===== config.mk =====
export PLATFORM = sky130hd
export DESIGN_NAME = uart_frame_loader
export DESIGN_NICKNAME = d
export VERILOG_FILES = /design/src/rtl/uart_loader_pkg.sv /design/src/rtl/uart_timeout_timer.sv /design/src/rtl/uart_frame_loader.sv
export SDC_FILE = /design/constraint.sdc
export NUM_CORES = 1
export LEC_CHECK = 0
export CORE_UTILIZATION = 43
export CTS_CLUSTER_DIAMETER = 200
export DETAILED_ROUTE_END_ITERATION = 12
export GPL_ROUTABILITY_DRIVEN = 1
export PLACE_DENSITY = 0.7
export SLEW_MARGIN = 20
export SYNTH_ARGS = -nofsm -noshare
export SYNTH_HDL_FRONTEND = slang
export SYNTH_SLANG_ARGS = --single-unit

===== constraint.sdc =====
create_clock -name clk -period 1.9 [get_ports clk]
set_input_delay 0.38 -clock clk [delete_from_list [all_inputs] [get_ports clk]]
set_output_delay 0.38 -clock clk [all_outputs]
set_load 0.05 [all_outputs]

===== src/rtl/uart_loader_pkg.sv =====
// Shared types and constants for the UART frame loader.
// Optional checksum stage is controlled by the LOADER_CHECKSUM_EN macro in uart_frame_loader.
package uart_loader_pkg;

    typedef enum logic [2:0] {
        IDLE    = 3'd0,
        GET_LEN = 3'd1,
        PAYLOAD = 3'd2,
        CHECK   = 3'd3,
        START   = 3'd4
    } state_t;

    typedef enum logic [1:0] {
        ERR_NONE = 2'd0,
        ERR_LEN  = 2'd1,
        ERR_CSUM = 2'd2,
        ERR_TO   = 2'd3
    } err_t;

    localparam logic [7:0] SYNC_BYTE_DEF = 8'hA5;

endpackage


===== src/rtl/uart_timeout_timer.sv =====
// Inter-byte idle timer: counts cycles while run is high, restarts on clear,
// and flags expire on the TIMEOUT_CYC-th idle cycle unless a clear arrives in that cycle.
module uart_timeout_timer #(
    parameter int TIMEOUT_CYC = 1000
) (
    input  logic clk,
    input  logic reset_n,
    input  logic clear,
    input  logic run,
    output logic expire
);

    localparam int CW = (TIMEOUT_CYC > 1) ? $clog2(TIMEOUT_CYC) : 1;

    logic [CW-1:0] count;

    always_ff @(posedge clk or negedge reset_n) begin
        if (!reset_n) begin
            count <= '0;
        end else if (clear || !run) begin
            count <= '0;
        end else begin
            count <= count + CW'(1);
        end
    end

    // A byte in the expiry cycle clears the counter and therefore masks the expiry.
    assign expire = run && !clear && (count == CW'(TIMEOUT_CYC - 1));

endmodule


===== src/rtl/uart_frame_loader.sv =====
// Parses SYNC/LEN/payload[/CHECKSUM] frames from the UART into the network input buffer.
// Define LOADER_CHECKSUM_EN to add the trailing checksum byte and its CHECK state.
module uart_frame_loader
    import uart_loader_pkg::*;
#(
    parameter int         MAX_LEN     = 64,
    parameter int         ADDR_W      = 6,
    parameter logic [7:0] SYNC_BYTE   = SYNC_BYTE_DEF,
    parameter int         TIMEOUT_CYC = 1000
) (
    input  logic              clk,
    input  logic              reset_n,
    input  logic [7:0]        rx_data,
    input  logic              rx_valid,
    input  logic              nn_busy,
    output logic              mem_we,
    output logic [ADDR_W-1:0] mem_addr,
    output logic [7:0]        mem_wdata,
    output logic [ADDR_W:0]   frame_len,
    output logic              nn_start,
    output logic              frame_err,
    output logic [1:0]        err_code,
    output logic              busy,
    output logic [2:0]        dbg_state
);

    localparam int LW = ADDR_W + 1;

    // rx_valid/rx_data is a one-cycle strobe with no back-pressure; bytes that
    // cannot be taken (while waiting in START) are dropped and reported.

    state_t        state;
    logic [LW-1:0] len_q;
    logic [LW-1:0] idx;
    logic [7:0]    csum;
    logic          expire;
    logic          timer_run;

    assign timer_run = (state == GET_LEN) || (state == PAYLOAD) || (state == CHECK);
    assign dbg_state = state;

    uart_timeout_timer #(
        .TIMEOUT_CYC(TIMEOUT_CYC)
    ) u_timer (
        .clk    (clk),
        .reset_n(reset_n),
        .clear  (rx_valid),
        .run    (timer_run),
        .expire (expire)
    );

    always_ff @(posedge clk or negedge reset_n) begin
        if (!reset_n) begin
            state     <= IDLE;
            len_q     <= '0;
            idx       <= '0;
            csum      <= '0;
            mem_we    <= 1'b0;
            mem_addr  <= '0;
            mem_wdata <= '0;
            frame_len <= '0;
            nn_start  <= 1'b0;
            frame_err <= 1'b0;
            err_code  <= ERR_NONE;
            busy      <= 1'b0;
        end else begin
            mem_we    <= 1'b0;
            nn_start  <= 1'b0;
            frame_err <= 1'b0;
            case (state)
                IDLE: begin
                    if (rx_valid && rx_data == SYNC_BYTE) begin
                        state <= GET_LEN;
                        busy  <= 1'b1;
                    end
                end
                GET_LEN: begin
                    if (rx_valid) begin
                        if (rx_data == 8'd0 || int'(rx_data) > MAX_LEN) begin
                            frame_err <= 1'b1;
                            err_code  <= ERR_LEN;
                            state     <= IDLE;
                            busy      <= 1'b0;
                        end else begin
                            len_q <= LW'(rx_data);
                            idx   <= '0;
                            // Seeding with LEN folds it into the running checksum.
                            csum  <= rx_data;
                            state <= PAYLOAD;
                        end
                    end else if (expire) begin
                        frame_err <= 1'b1;
                        err_code  <= ERR_TO;
                        state     <= IDLE;
                        busy      <= 1'b0;
                    end
                end
                PAYLOAD: begin
                    if (rx_valid) begin
                        mem_we    <= 1'b1;
                        mem_addr  <= idx[ADDR_W-1:0];
                        mem_wdata <= rx_data;
                        idx       <= idx + LW'(1);
                        csum      <= csum + rx_data;
                        if (idx + LW'(1) == len_q) begin
`ifdef LOADER_CHECKSUM_EN
                            state <= CHECK;
`else
                            state <= START;
`endif
                        end
                    end else if (expire) begin
                        frame_err <= 1'b1;
                        err_code  <= ERR_TO;
                        state     <= IDLE;
                        busy      <= 1'b0;
                    end
                end
`ifdef LOADER_CHECKSUM_EN
                CHECK: begin
                    if (rx_valid) begin
                        if (rx_data == csum) begin
                            state <= START;
                        end else begin
                            frame_err <= 1'b1;
                            err_code  <= ERR_CSUM;
                            state     <= IDLE;
                            busy      <= 1'b0;
                        end
                    end else if (expire) begin
                        frame_err <= 1'b1;
                        err_code  <= ERR_TO;
                        state     <= IDLE;
                        busy      <= 1'b0;
                    end
                end
`endif
                START: begin
                    // An overrun byte is reported but does not block the pending start.
                    if (rx_valid) begin
                        frame_err <= 1'b1;
                        err_code  <= ERR_TO;
                    end
                    if (!nn_busy) begin
                        nn_start  <= 1'b1;
                        frame_len <= len_q;
                        state     <= IDLE;
                        busy      <= 1'b0;
                    end
                end
                default: begin
                    state <= IDLE;
                    busy  <= 1'b0;
                end
            endcase
        end
    end

endmodule

Word level (Yosys, flattened, before mapping)

Cells that the tools add are included.

Bits in registers: 54
Bits in latches: 0
Bits in writable memories: 0
Memory bits (read-only): 0
Output and inout port bits: 30
Word-level logic and storage cells: 88
Memories: 0

Add/subtract/negate cells: 2
$mul: 0
Div/mod/pow operators: 0
Magnitude comparators: 1
Equality and inequality tests: 16
Shifts and indexed selects: 0
Muxes and demuxes: 35
Bitwise gates (word level): 2
Reduce and logical (&&, ||, !) cells: 20

Operators with widths:

| cell                                                          | number |
|---|---|
| 2-to-1 mux 7 bit                                              | 3 |
| 2-to-1 mux 3 bit                                              | 6 |
| 2-to-1 mux 1 bit                                              | 14 |
| inequality test 2 bit, second input constant                  | 7 |
| case mux 7 bit (2 select lines)                               | 1 |
| 2-to-1 mux 2 bit                                              | 6 |
| case mux 3 bit (4 select lines)                               | 1 |
| AND reduction 4 bit                                           | 3 |
| adder 10 x 1 -> 10 bit, second input constant                 | 1 |
| == test 10 bit, second input constant                         | 1 |
| 2-to-1 mux 10 bit                                             | 1 |
| == test 8 bit, second input constant                          | 1 |
| greater-than comparator 8 x 7 -> 1 bit, second input constant | 1 |
| zero test 8 bit                                               | 1 |
| adder 7 x 1 -> 7 bit, second input constant                   | 1 |
| == test 7 bit                                                 | 1 |
| == test 3 x 2 -> 1 bit, second input constant                 | 2 |
| inequality test 3 x 2 -> 1 bit, second input constant         | 2 |
| case mux 2 bit (3 select lines)                               | 1 |
| AND reduction 3 bit                                           | 2 |
| logical OR 1 bit                                              | 4 |
| case mux 1 bit (4 select lines)                               | 1 |
| AND reduction 2 bit                                           | 2 |
| == test 3 x 1 -> 1 bit, second input constant                 | 1 |
| 8 further kinds                                               | 12 |

Depth between registers and ports, before layout

Depth after elaboration: 8
Gate-level depth with buffers: 8
Mapped depth without buffers: 6

Modules after synthesis

From an unflattened synthesis, not the netlist that was laid out.

Cell total of the unflattened synthesis: 261
Area, all modules: 2,623.8 sq um

By module, submodules not included:

| module             | times used | cells each | area an instance (sq um) | seq. area each (sq um) |
|---|---|---|---|---|
| uart_frame_loader  | 1          | 212        | 2,134.5                  | 1,101.1 |
| uart_timeout_timer | 1          | 49         | 489.2                    | 250.2 |

Least setup slack after synthesis

No wires, ideal clock.

Path kind: register to register
Start: register state[1] (netlist: dbg_state[1])
End: register busy
Arrival time: 1.963 ns
Data required time: 1.775 ns
Setup slack: -0.188 ns
Cell stages (with the launch flop): 7
Path buffers: 2
Clock period less this slack: 2.088 ns
Cell sequence: dfrtp_1 buf_2 nor3b_2 nand2_1 clkbuf_1 o211ai_1 mux2_2

Longest elaborated chain between the ends: 8
Elaborated cells between the ends (all ways): 18

RTL lines:

| item                                                             | line                                             | text |
|---|---|---|
| start: declaration                                               | uart_frame_loader.sv:32                          | `state_t state;` |
| start signal: assignment                                         | uart_frame_loader.sv:54                          | `state <= IDLE;` |
| start signal: assignment                                         | uart_frame_loader.sv:73                          | `state <= GET_LEN;` |
| start signal: assignment                                         | uart_frame_loader.sv:82                          | `state <= IDLE;` |
| == test 3 x 1 -> 1 bit or == test 3 x 2 -> 1 bit (tied branches) | uart_frame_loader.sv:39, uart_frame_loader.sv:70 |  |
| logical OR 1 bit (2 in a row)                                    | uart_frame_loader.sv:39                          | `assign timer_run = (state == GET_LEN) \|\| (state == PAYLOAD) \|\| (state == CHECK);` |
| logical AND 1 bit (2 in a row)                                   | uart_timeout_timer.sv:28                         | `assign expire = run && !clear && (count == CW'(TIMEOUT_CYC - 1));` |
| 2-to-1 mux 1 bit                                                 | -                                                |  |
| 2-to-1 mux 1 bit (on tied branches)                              | -                                                |  |
| case mux 1 bit (4 select lines)                                  | uart_frame_loader.sv:70                          | `case (state)` |
| end signal: assignment                                           | uart_frame_loader.sv:65                          | `busy <= 1'b0;` |
| end signal: assignment                                           | uart_frame_loader.sv:74                          | `busy <= 1'b1;` |
| end signal: assignment                                           | uart_frame_loader.sv:83                          | `busy <= 1'b0;` |
| end: declaration                                                 | uart_frame_loader.sv:23                          | `output logic busy,` |

Parallel ways exist; a longest one is shown, timed or not. The select of a mux whose other input is x is not followed.
A chain may end at the register's enable or synchronous reset.

Worst setup path after layout

Start: register mem_wdata[5]
End: output mem_wdata[5]

RTL lines:

| item                     | line                     | text |
|---|---|---|
| start: declaration       | uart_frame_loader.sv:18  | `output logic [7:0] mem_wdata,` |
| start signal: assignment | uart_frame_loader.sv:102 | `mem_wdata <= rx_data;` |

No word-level cell between the ends.

==> insert_results.sql <==
INSERT INTO impl_metrics (metric_group, metric, value, unit) VALUES
('run_status', 'outcome', 'finished clean', ''),
('worst_setup_path', 'cp_slowest_cell', 'sky130_fd_sc_hd__clkdlybuf4s50_1', ''),
('synth', 'ys.flop_type', 'sky130_fd_sc_hd__dfrtp_1', ''),
('final_layout', 'antenna_cells', '0', ''),
('clocking', 'hold_fix_buffers_at_cts', '0', ''),
('timing', 'post_route_minimum_period', '1.87', 'ns'),
('worst_setup_path', 'setup.worst_path.start_class', 'flop', ''),
('clocking', 'htree_levels', '2', ''),
('timing', 'timing.hold.ws', '0.0506', 'ns'),
('timing', 'setup_viol', '0', ''),
('timing', 'setup_total_negative_slack', '0', 'ns'),
('worst_setup_path', 'crit_required', '1.52', 'ns'),
('synth', 'synth_nets', '263', ''),
('detailed_routing', 'drt-wirelength-per-cell', '14.7', 'µm'),
('placed_design', 'placed_cells_incl_taps', '387', ''),
('worst_setup_path', 'critical_path.top_delay_family', 'buffers and inverters', ''),
('synth', 'yosysSeqAreaShare', '53.3', '%'),
('global_routing', 'number_of_antenna_violations_at_the_first_check_in_global_routing', '0', ''),
('worst_setup_path', 'cp_num_buf_inv', '1', ''),
('detailed_routing', 'detail_route.iter0.violations', '146', ''),
('clocking', 'clk_root_buffer_cell', 'sky130_fd_sc_hd__clkbuf_8', ''),
('global_routing', 'maximum_number_of_pins_on_one_net_before_global_route_repair', '55', ''),
('global_routing', 'grt_pass1_wl', '9580', 'µm'),
('synth', 'post_synth_instance_area', '0.00253', 'mm²'),
('final_layout', 'nNetsFinal', '337', ''),
('synth', 'yosysWarningCount', '0', ''),
('floorplanning', 'die-area', '0.00621', 'mm²'),
('placed_design', 'gp_routability_congestion', '0.834', ''),
('timing', 'slew_violations', '0', ''),
('floorplanning', 'placeableCoreArea', '0.00561', 'mm²'),
('detailed_routing', 'finalWirelength', '5840', 'µm'),
('global_routing', 'grt_pass1_vias', '2032', ''),
('timing', 'max_slew.worst_pin.slew', '0.516', 'ns'),
('worst_setup_path', 'worst_setup_path_end_kind', 'output port', ''),
('global_routing', 'gr-usage-all-layers', '20.1', '%'),
('placed_design', 'detailedPlacementHpwl', '4250', 'µm'),
('pwr', 'vdd_ir_drop_max', '0.000616', 'V'),
('worst_setup_path', 'crit_chain', 'clkdlybuf4s50_1', ''),
('global_routing', 'gr-total-overflow', '0', ''),
('clocking', 'clk_transition_reported_paths', '0.10', 'ns'),
('clocking', 'max-clock-path-buffers', '2', ''),
('timing', 'timing.final.hold_violations', '0', ''),
('clocking', 'cts.sinks', '54', ''),
('pwr', 'pwr_density_cell', '1150', 'mW/mm²'),
('clocking', 'clock_latency', '0.31', 'ns'),
('detailed_routing', 'ant_nets', '0', ''),
('floorplanning', 'fp.dieW', '78.8', 'µm'),
('timing', 'finalClockSkew', '0.00831', 'ns'),
('worst_setup_path', 'type_of_the_setup_path_with_the_least_slack', 'flop to output port', ''),
('detailed_routing', 'dr_pass1_iterations', '4', ''),
('worst_setup_path', 'crit_arrival', '1.49', 'ns'),
('synth', 'post-synth-top-area-fraction', '53.3', '%'),
('detailed_routing', 'detailroute.via_count', '2116', ''),
('clocking', 'cts_tree', 'done', ''),
('synth', 'cell_type_with_the_largest_total_area_after_synthesis', 'sky130_fd_sc_hd__dfrtp_1', ''),
('floorplanning', 'boundaryPins', '42', ''),
('detailed_routing', 'drc_errors', '0', ''),
('worst_hold_path', 'class_of_the_most_critical_hold_timing_path', 'input pin to async pin', ''),
('timing', 'maxSlewHeadroom', '65.5', '%'),
('final_layout', 'drive_above_1_share', '25.9', '%'),
('synth', 'synth.avg_cell_area', '10.2', 'µm²'),
('final_layout', 'mostFrequentLayoutCell', 'sky130_fd_sc_hd__dfrtp_1', ''),
('synth', 'synthTopCellsByArea', 'sky130_fd_sc_hd__dfrtp_1 (53%), sky130_fd_sc_hd__nand2_1 (7.0%), sky130_fd_sc_hd__mux2_2 (6.7%)', ''),
('final_layout', 'finalNonFillerCells', '396', ''),
('flow_run', 'max_cap_viol_count', '0', ''),
('timing', 'fmaxAchievable', '0.535', 'GHz'),
('worst_setup_path', 'critical_path_peak_fanout', '2', ''),
('pwr', 'power.static_leakage', '1.65', 'nW'),
('synth', 'synth_cell_types', '45', ''),
('floorplanning', 'dieHeight', '78.8', 'µm'),
('worst_setup_path', 'rr_worst_depth', '6', '');
==> per-stage QoR <==
stage / util [%] / setup WS [ns] / power, mW / instance area [µm²]
global placement: 57.6 / -0.348 / 3.20 / 3230
CTS: 59.2 / 0.0127 / 3.87 / 3320
floorplan: - / 0.0109 / 2.64 / 2540
detailed placement: 57.6 / -0.360 / 3.23 / 3230
global route: 60.1 / 0.00382 / 4.08 / 3370
finish: 60.1 / 0.0316 / 3.87 / 3370
==> registers in the layout, indices dropped and copies added (netlist names), 2 cells and up <==
| signal | count |
|---|---|
| idx | 7 |
| err_code | 2 |
| len_q | 7 |
| mem_wdata | 8 |
| mem_addr | 6 |
| frame_len | 7 |
| u_timer.count | 10 |
| dbg_state | 3 |
==> power by group <==
part | switching (mW) | internal [mW]
Combinational | 1.04 | 0.639
Clock | 0.377 | 0.261
Sequential | 0.175 | 1.37
==> cells by family after synthesis <==
| logic type | synth area share [%] |
|---|---|
| buffers and inverters | 3.65 |
| XOR/XNOR | 5.53 |
| adder cells (fa/ha/maj) | 0.987 |
| AO/OA/AOI/OAI | 8.39 |
| flip-flops | 53.3 |
| AND/OR/NAND/NOR | 20.3 |
| multiplexers | 7.85 |
==> final timing paths <==
path,from,to,slack (ns)
setup / recovery,mem_wdata[5]$_DFFE_PN0P_,mem_wdata[5],0.03
hold / removal,reset_n,len_q[2]$_DFFE_PN0P_,0.05
setup reg to reg,u_timer.count[0]$_DFF_PN0_,busy$_DFFE_PN0P_,0.17
hold reg to reg,err_code[0]$_DFFE_PN0P_,err_code[0]$_DFFE_PN0P_,0.47
max in group asynchronous,reset_n,mem_wdata[0]$_DFFE_PN0P_,1.60
min in group clk,rx_data[4],mem_wdata[4]$_DFFE_PN0P_,0.39
==> layer usage <==
layer | up-vias | share of wire, % | GRT usage [%]
met5 | - | 0 | 0
met4 | 0 | 1.5 | 6.11
met3 | 7 | 4.3 | 3.22
met2 | 51 | 49 | 34.4
met1 | 1053 | 45 | 25.9
li1 | 1005 | - | -
==> repair_timing <==
action                     CTS  global route
setup endpoints to repair   14            17
setup buffers                0             1
pin swaps                    0             3
gates resized for setup      1            11
==> layout make-up <==
type                    instances  area [µm²]
inverters                       8        30.0
fillers                       506        2240
clock inverters                 2        13.8
multi-input cells             176        1130
repair buffers                 78         683
well taps                      72        90.1
flip-flops and latches         54        1360
clock buffers                   6        72.6
==> cells in the mapped netlist (2+ instances only) <==
cell type and n:
sky130_fd_sc_hd__inv_1 8, sky130_fd_sc_hd__nor4_1 4, sky130_fd_sc_hd__a211oi_1 2, sky130_fd_sc_hd__clkbuf_1 4
sky130_fd_sc_hd__buf_6 2, sky130_fd_sc_hd__nor3_1 5, sky130_fd_sc_hd__nand2_1 47, sky130_fd_sc_hd__or3_1 4
sky130_fd_sc_hd__and3_1 2, sky130_fd_sc_hd__mux2i_1 3, sky130_fd_sc_hd__nand3_1 16, sky130_fd_sc_hd__xor2_1 7
sky130_fd_sc_hd__nor2_1 16, sky130_fd_sc_hd__xnor2_1 9, sky130_fd_sc_hd__mux2_2 15, sky130_fd_sc_hd__buf_2 4
sky130_fd_sc_hd__ha_1 2, sky130_fd_sc_hd__a22oi_1 2, sky130_fd_sc_hd__dfrtp_1 54, sky130_fd_sc_hd__a21oi_1 7
sky130_fd_sc_hd__o21ai_0 12
Note: power is estimated with default switching activity, not from simulation.
